### src/rtl/uart_rx_fifo.sv
// uart_rx_fifo: byte queue between a UART receiver and a bus-side reader.
//
// A rising edge of rx_valid captures rx_data into the queue and answers the
// receiver with a single-cycle rx_val_set pulse. The bus side sees the head
// byte on rd_data (show-ahead) and pops it with rd_en. If a byte arrives
// while the queue is full and no pop frees a slot, the byte is dropped and
// the sticky overflow flag is raised.
//
// Ports
//   clk, rst    : clock; synchronous active-high reset
//   rx_data     : byte from the receiver
//   rx_valid    : receiver data-valid (edge-detected)
//   rx_val_set  : one-cycle acknowledge after every capture event
//   rd_en       : pop request
//   rd_data     : head-of-queue byte
//   empty, full : queue status, derived from the registered count
//   count       : stored bytes, 0..DEPTH
//   level       : interrupt threshold (0 disables the interrupt)
//   thr_irq     : high while count >= level
//   overflow    : sticky byte-lost flag
//   ovf_clr     : clears overflow
//   flush       : discards all stored bytes
module uart_rx_fifo #(
  parameter int DEPTH = 8,
  parameter int CW    = $clog2(DEPTH) + 1
) (
  input  logic          clk,
  input  logic          rst,
  input  logic [7:0]    rx_data,
  input  logic          rx_valid,
  output logic          rx_val_set,
  input  logic          rd_en,
  output logic [7:0]    rd_data,
  output logic          empty,
  output logic          full,
  output logic [CW-1:0] count,
  input  logic [CW-1:0] level,
  output logic          thr_irq,
  output logic          overflow,
  input  logic          ovf_clr,
  input  logic          flush
);

  localparam int AW = $clog2(DEPTH);

  logic [7:0]    mem [DEPTH];
  logic [AW-1:0] wr_ptr;
  logic [AW-1:0] rd_ptr;
  logic [CW-1:0] cnt;
  logic          rx_valid_q;
  logic          ovf;
  logic          val_set;

  logic          cap;
  logic          pop;
  logic          push;
  logic          drop;
  logic [CW-1:0] cnt_next;

  // A capture is the low-to-high transition of rx_valid. The history bit
  // resets high so a level held through reset does not count as an edge.
  assign cap  = rx_valid & ~rx_valid_q;
  assign pop  = rd_en & ~empty;
  // A pop in the same cycle frees the slot, so a full queue still accepts.
  assign push = cap & (~full | pop);
  assign drop = cap & full & ~pop;

  always_comb begin
    cnt_next = cnt;
    case ({push, pop})
      2'b10:   cnt_next = cnt + CW'(1);
      2'b01:   cnt_next = cnt - CW'(1);
      default: cnt_next = cnt;
    endcase
  end

  always_ff @(posedge clk) begin
    if (rst) begin
      wr_ptr     <= '0;
      rd_ptr     <= '0;
      cnt        <= '0;
      rx_valid_q <= 1'b1;
      ovf        <= 1'b0;
      val_set    <= 1'b0;
    end else begin
      rx_valid_q <= rx_valid;
      // The acknowledge goes out even when flush discards the byte.
      val_set    <= cap;
      if (drop)
        ovf <= 1'b1;
      else if (ovf_clr)
        ovf <= 1'b0;
      if (flush) begin
        wr_ptr <= '0;
        rd_ptr <= '0;
        cnt    <= '0;
      end else begin
        // DEPTH is a power of two, so plain increment wraps with no gap.
        if (push) wr_ptr <= wr_ptr + AW'(1);
        if (pop)  rd_ptr <= rd_ptr + AW'(1);
        cnt <= cnt_next;
      end
    end
  end

  // Storage carries no reset; stale contents are never visible because the
  // pointers and count are cleared.
  always_ff @(posedge clk) begin
    if (push && !flush && !rst)
      mem[wr_ptr] <= rx_data;
  end

  assign rd_data    = mem[rd_ptr];
  assign count      = cnt;
  assign empty      = (cnt == '0);
  assign full       = (cnt == CW'(DEPTH));
  assign thr_irq    = (level != '0) && (cnt >= level);
  assign overflow   = ovf;
  assign rx_val_set = val_set;

endmodule

### config.mk
export PLATFORM = sky130hd
export DESIGN_NAME = uart_rx_fifo
export DESIGN_NICKNAME = d
export VERILOG_FILES = /design/src/rtl/uart_rx_fifo.sv
export SDC_FILE = /design/constraint.sdc
export NUM_CORES = 1
export LEC_CHECK = 0
export ABC_AREA = 1
export BUFFER_PORTS_ARGS = -buffer_cell sky130_fd_sc_hd__buf_2
export CORE_MARGIN = 1.5
export CORE_UTILIZATION = 36
export CTS_CLUSTER_DIAMETER = 150
export DETAILED_ROUTE_END_ITERATION = 12
export GPL_TIMING_DRIVEN = 1
export HOLD_SLACK_MARGIN = 0.02
export PLACE_DENSITY = 0.61
export SLEW_MARGIN = 20
export SYNTH_ARGS = -nofsm -noshare
export SYNTH_HDL_FRONTEND = slang
export SYNTH_SLANG_ARGS = --single-unit
### constraint.sdc
create_clock -name clk -period 5.54 [get_ports clk]
set_input_delay 1.108 -clock clk [delete_from_list [all_inputs] [get_ports clk]]
set_output_delay 1.108 -clock clk [all_outputs]
set_load 0.02 [all_outputs]
==> out/metrics.cfg <==
[synth]
synthesis.area_um2 = 3400
synthTopCellsByArea = edfxtp_1 57%, dfxtp_1 9.4%, nor2_1 7.8%
ys_seq_area_share_pct = 66.0
synth.yosys.warnings = 0
synth_top_area_share_pct = 56.6
ys_ff_latch = 80
yosysTopAreaCell = edfxtp_1
synthDistinctLibCells = 32
synthCells = 312
synth_nets = 337
syn_avg_cell_area_um2 = 10.9

[sta]
setup_viol = 0
drv_slew = 0
post-route-min-period_ns = 3.48
tightest_slew_ns = 0.914
finalCritPeriodShare_pct = 62.9
final.setup.tns_ns = 0
fin_worst_skew_ns = 0.00739
fmax_mhz = 287
rsz0062_at_grt = no
max-slew-margin-rel_pct = 38.9
hold_viol_final = 0

[worst_setup_path]
r2r-start = count[1]
crit_fanout = 17
end_kind = output port
cp-start-kind = flop
reg2reg_depth = 6
arrival_ns = 2.38
r2r_end = mem[5][2]
path_cells = inv_1 -> nor2_1 -> o21ai_0 -> a31oi_1 -> buf_2
rrSetupSlack_ns = 3.30
crit_type = reg -> out
crit_family = flip-flops
crit_cells = 5
crit_buf_inv = 2
crit_path_end = rd_data[1]
cp.required_ns = 4.43
max_stage_delay_ns = 0.78
slowest_stage = dfxtp_1

[cts]
clk_transition_reported_paths_ns = 0.08
cts_sinks = 80
clk_path_buf_depth = 2
htree_levels = 3
clk_latency_ns = 0.35
cts_buffers = 9
post_cts_buffers = 0
cts_resized = 0
cts-hold-fix-buffers = 0
cts_root_buf = clkbuf_8
tritoncts = done

[die]
row_count = 35
pin_count = 35
core_area_um2 = 9200
die_w_um = 100
chipHeight_um = 100
start_util_pct = 36.9
fp.dieArea_um2 = 10000

[routing]
post_drt_wl_per_cell_um = 14.7
dr.first_iter.drc_count = 148
first_pass_iters = 4
ant_nets = 0
via_count = 2357
totalWireLength_um = 6890
drc = 0
avgViaCountPerCell = 5.04

[place]
placed_area_um2 = 3710
gp_congestion = 0.705
portBuffers = 34
dp_cells = 452
dp_hpwl_um = 4350

[global_routing]
grtUsageTotal_pct = 14.9
grt.overflow.total = 0
grt_pass1_wl_um = 11400
grt_start_max_net_pins = 34
antenna_found_initial = 0
grt_pass1_vias = 2362

[power_and_ir_drop]
p_per_area_nw_per_um2 = 286
finalPower_mw = 1.11
ir_drop_mv = 0.101
leakage_nw = 1.48

[finish]
nets = 377
drive_above_1_share_pct = 18.8
n_antenna_cell = 0
syn_to_final_growth_pct = 14.3
design_area_um2 = 3880
final_cells = 468

[job]
max_cap_viol_count = 0

[hold_path]
hp-class = reg -> reg

[outcome]
outcome = finished, final reports clean

-- kinds of logic after synthesis --
logic type      share of synthesized area [%]
simple gates                             14.9
flops                                    66.0
compound gates                           11.4
buf+inv                                  4.60
fa+ha+maj                                2.58
xor+xnor                                0.516
-- layout by cell type, fill, tap and decap left out, types with 2 or more instances in the layout --
master,count
a21oi_1,8
a31oi_1,8
buf_2,34
buf_4,4
clkbuf_8,9
clkinvlp_4,2
dfxtp_1,16
edfxtp_1,64
ha_1,7
inv_1,29
inv_2,2
inv_6,2
nand2_1,21
nand3_1,4
nor2_1,71
nor3_1,4
o21a_1,2
o21ai_0,39
o22ai_1,9
xor2_1,2
-- layer usage --
metal / vias up / track usage (%) / routed length, um
met1: 1134 / 17.8 / 3110
met5: - / 0 / 0
met3: 12 / 2.30 / 245
met4: 0 / 7.48 / 139
met2: 50 / 26.2 / 3400
li1: 1161 / - / -
-- worst register-to-register path: stages (launching register included) --
cell,delay [ns]
dfxtp_1,0.54
nor4_4,0.10
nand2_1,0.10
nand2_1,0.14
nor2_1,0.15
nand2_1,0.12
nor2_1,0.72
-- sequential cells by signal, summed over array words and instances, names as in the netlist, named ones only --
name,cells
mem,64
count,4
rd_ptr,3
wr_ptr,3
overflow,1
rx_val_set,1
rx_valid_q,1
-- how the worst min path moves through the flow --
stage | from | end | slack (ns) | cells past startpoint
after detailed placement | rd_ptr[2] | rd_ptr[2] | 0.46 | 2
after CTS | rd_ptr[2] | flop | 0.47 | 2
after global placement | overflow | overflow | 0.45 | 1
after floorplan | rd_ptr[2] | flop | 0.43 | 2
final | rd_ptr[2] | flop | 0.47 | 2
after global routing | rd_ptr[2] | flop | 0.50 | 2
-- through the flow --
step                utilization, %  hold WS [ns]  setup slack (ns)
finish                        42.2         0.467              2.06
global route                  42.2         0.501              1.80
CTS                           42.2         0.473              2.00
detailed placement            40.3         0.461              2.21
global placement              40.3         0.448              2.25
floorplan                        -         0.433              2.44
-- Yosys cell counts --
cell,count
inv_4,1
inv_1,29
ha_1,7
dfxtp_1,16
nor2_1,71
o21ai_1,1
o21a_1,2
clkbuf_1,9
nand2_1,21
nand3_4,1
o21ai_0,39
a21oi_2,1
xor2_1,2
edfxtp_1,64
nor4_4,1
nand2_4,1
or2_2,1
nor3_1,5
a31oi_1,8
nor2_2,1
nand4_1,1
or2_0,1
nor2_4,1
o21bai_1,1
inv_2,2
nand3_2,1
nand4_2,1
a21oi_1,8
a32o_1,1
nand2_2,1
o22ai_1,9
nand3_1,4
-- power breakdown --
part	total, mW	internal [mW]	switching [mW]
registers	0.655	0.650	0.00499
logic	0.0691	0.0232	0.0460
clock network	0.386	0.166	0.220
-- area by class of cell --
| cell class | count | area, um^2 |
|---|---|---|
| Clock inverter | 7 | 52.6 |
| Multi-Input combinational cell | 191 | 1000 |
| Inverter | 32 | 123 |
| Tap cell | 111 | 139 |
| Clock buffer | 9 | 124 |
| Fill cell | 863 | 5310 |
| Timing Repair Buffer | 38 | 200 |
| Sequential cell | 80 | 2240 |
No activity file was read; power rests on OpenSTA's default activity.
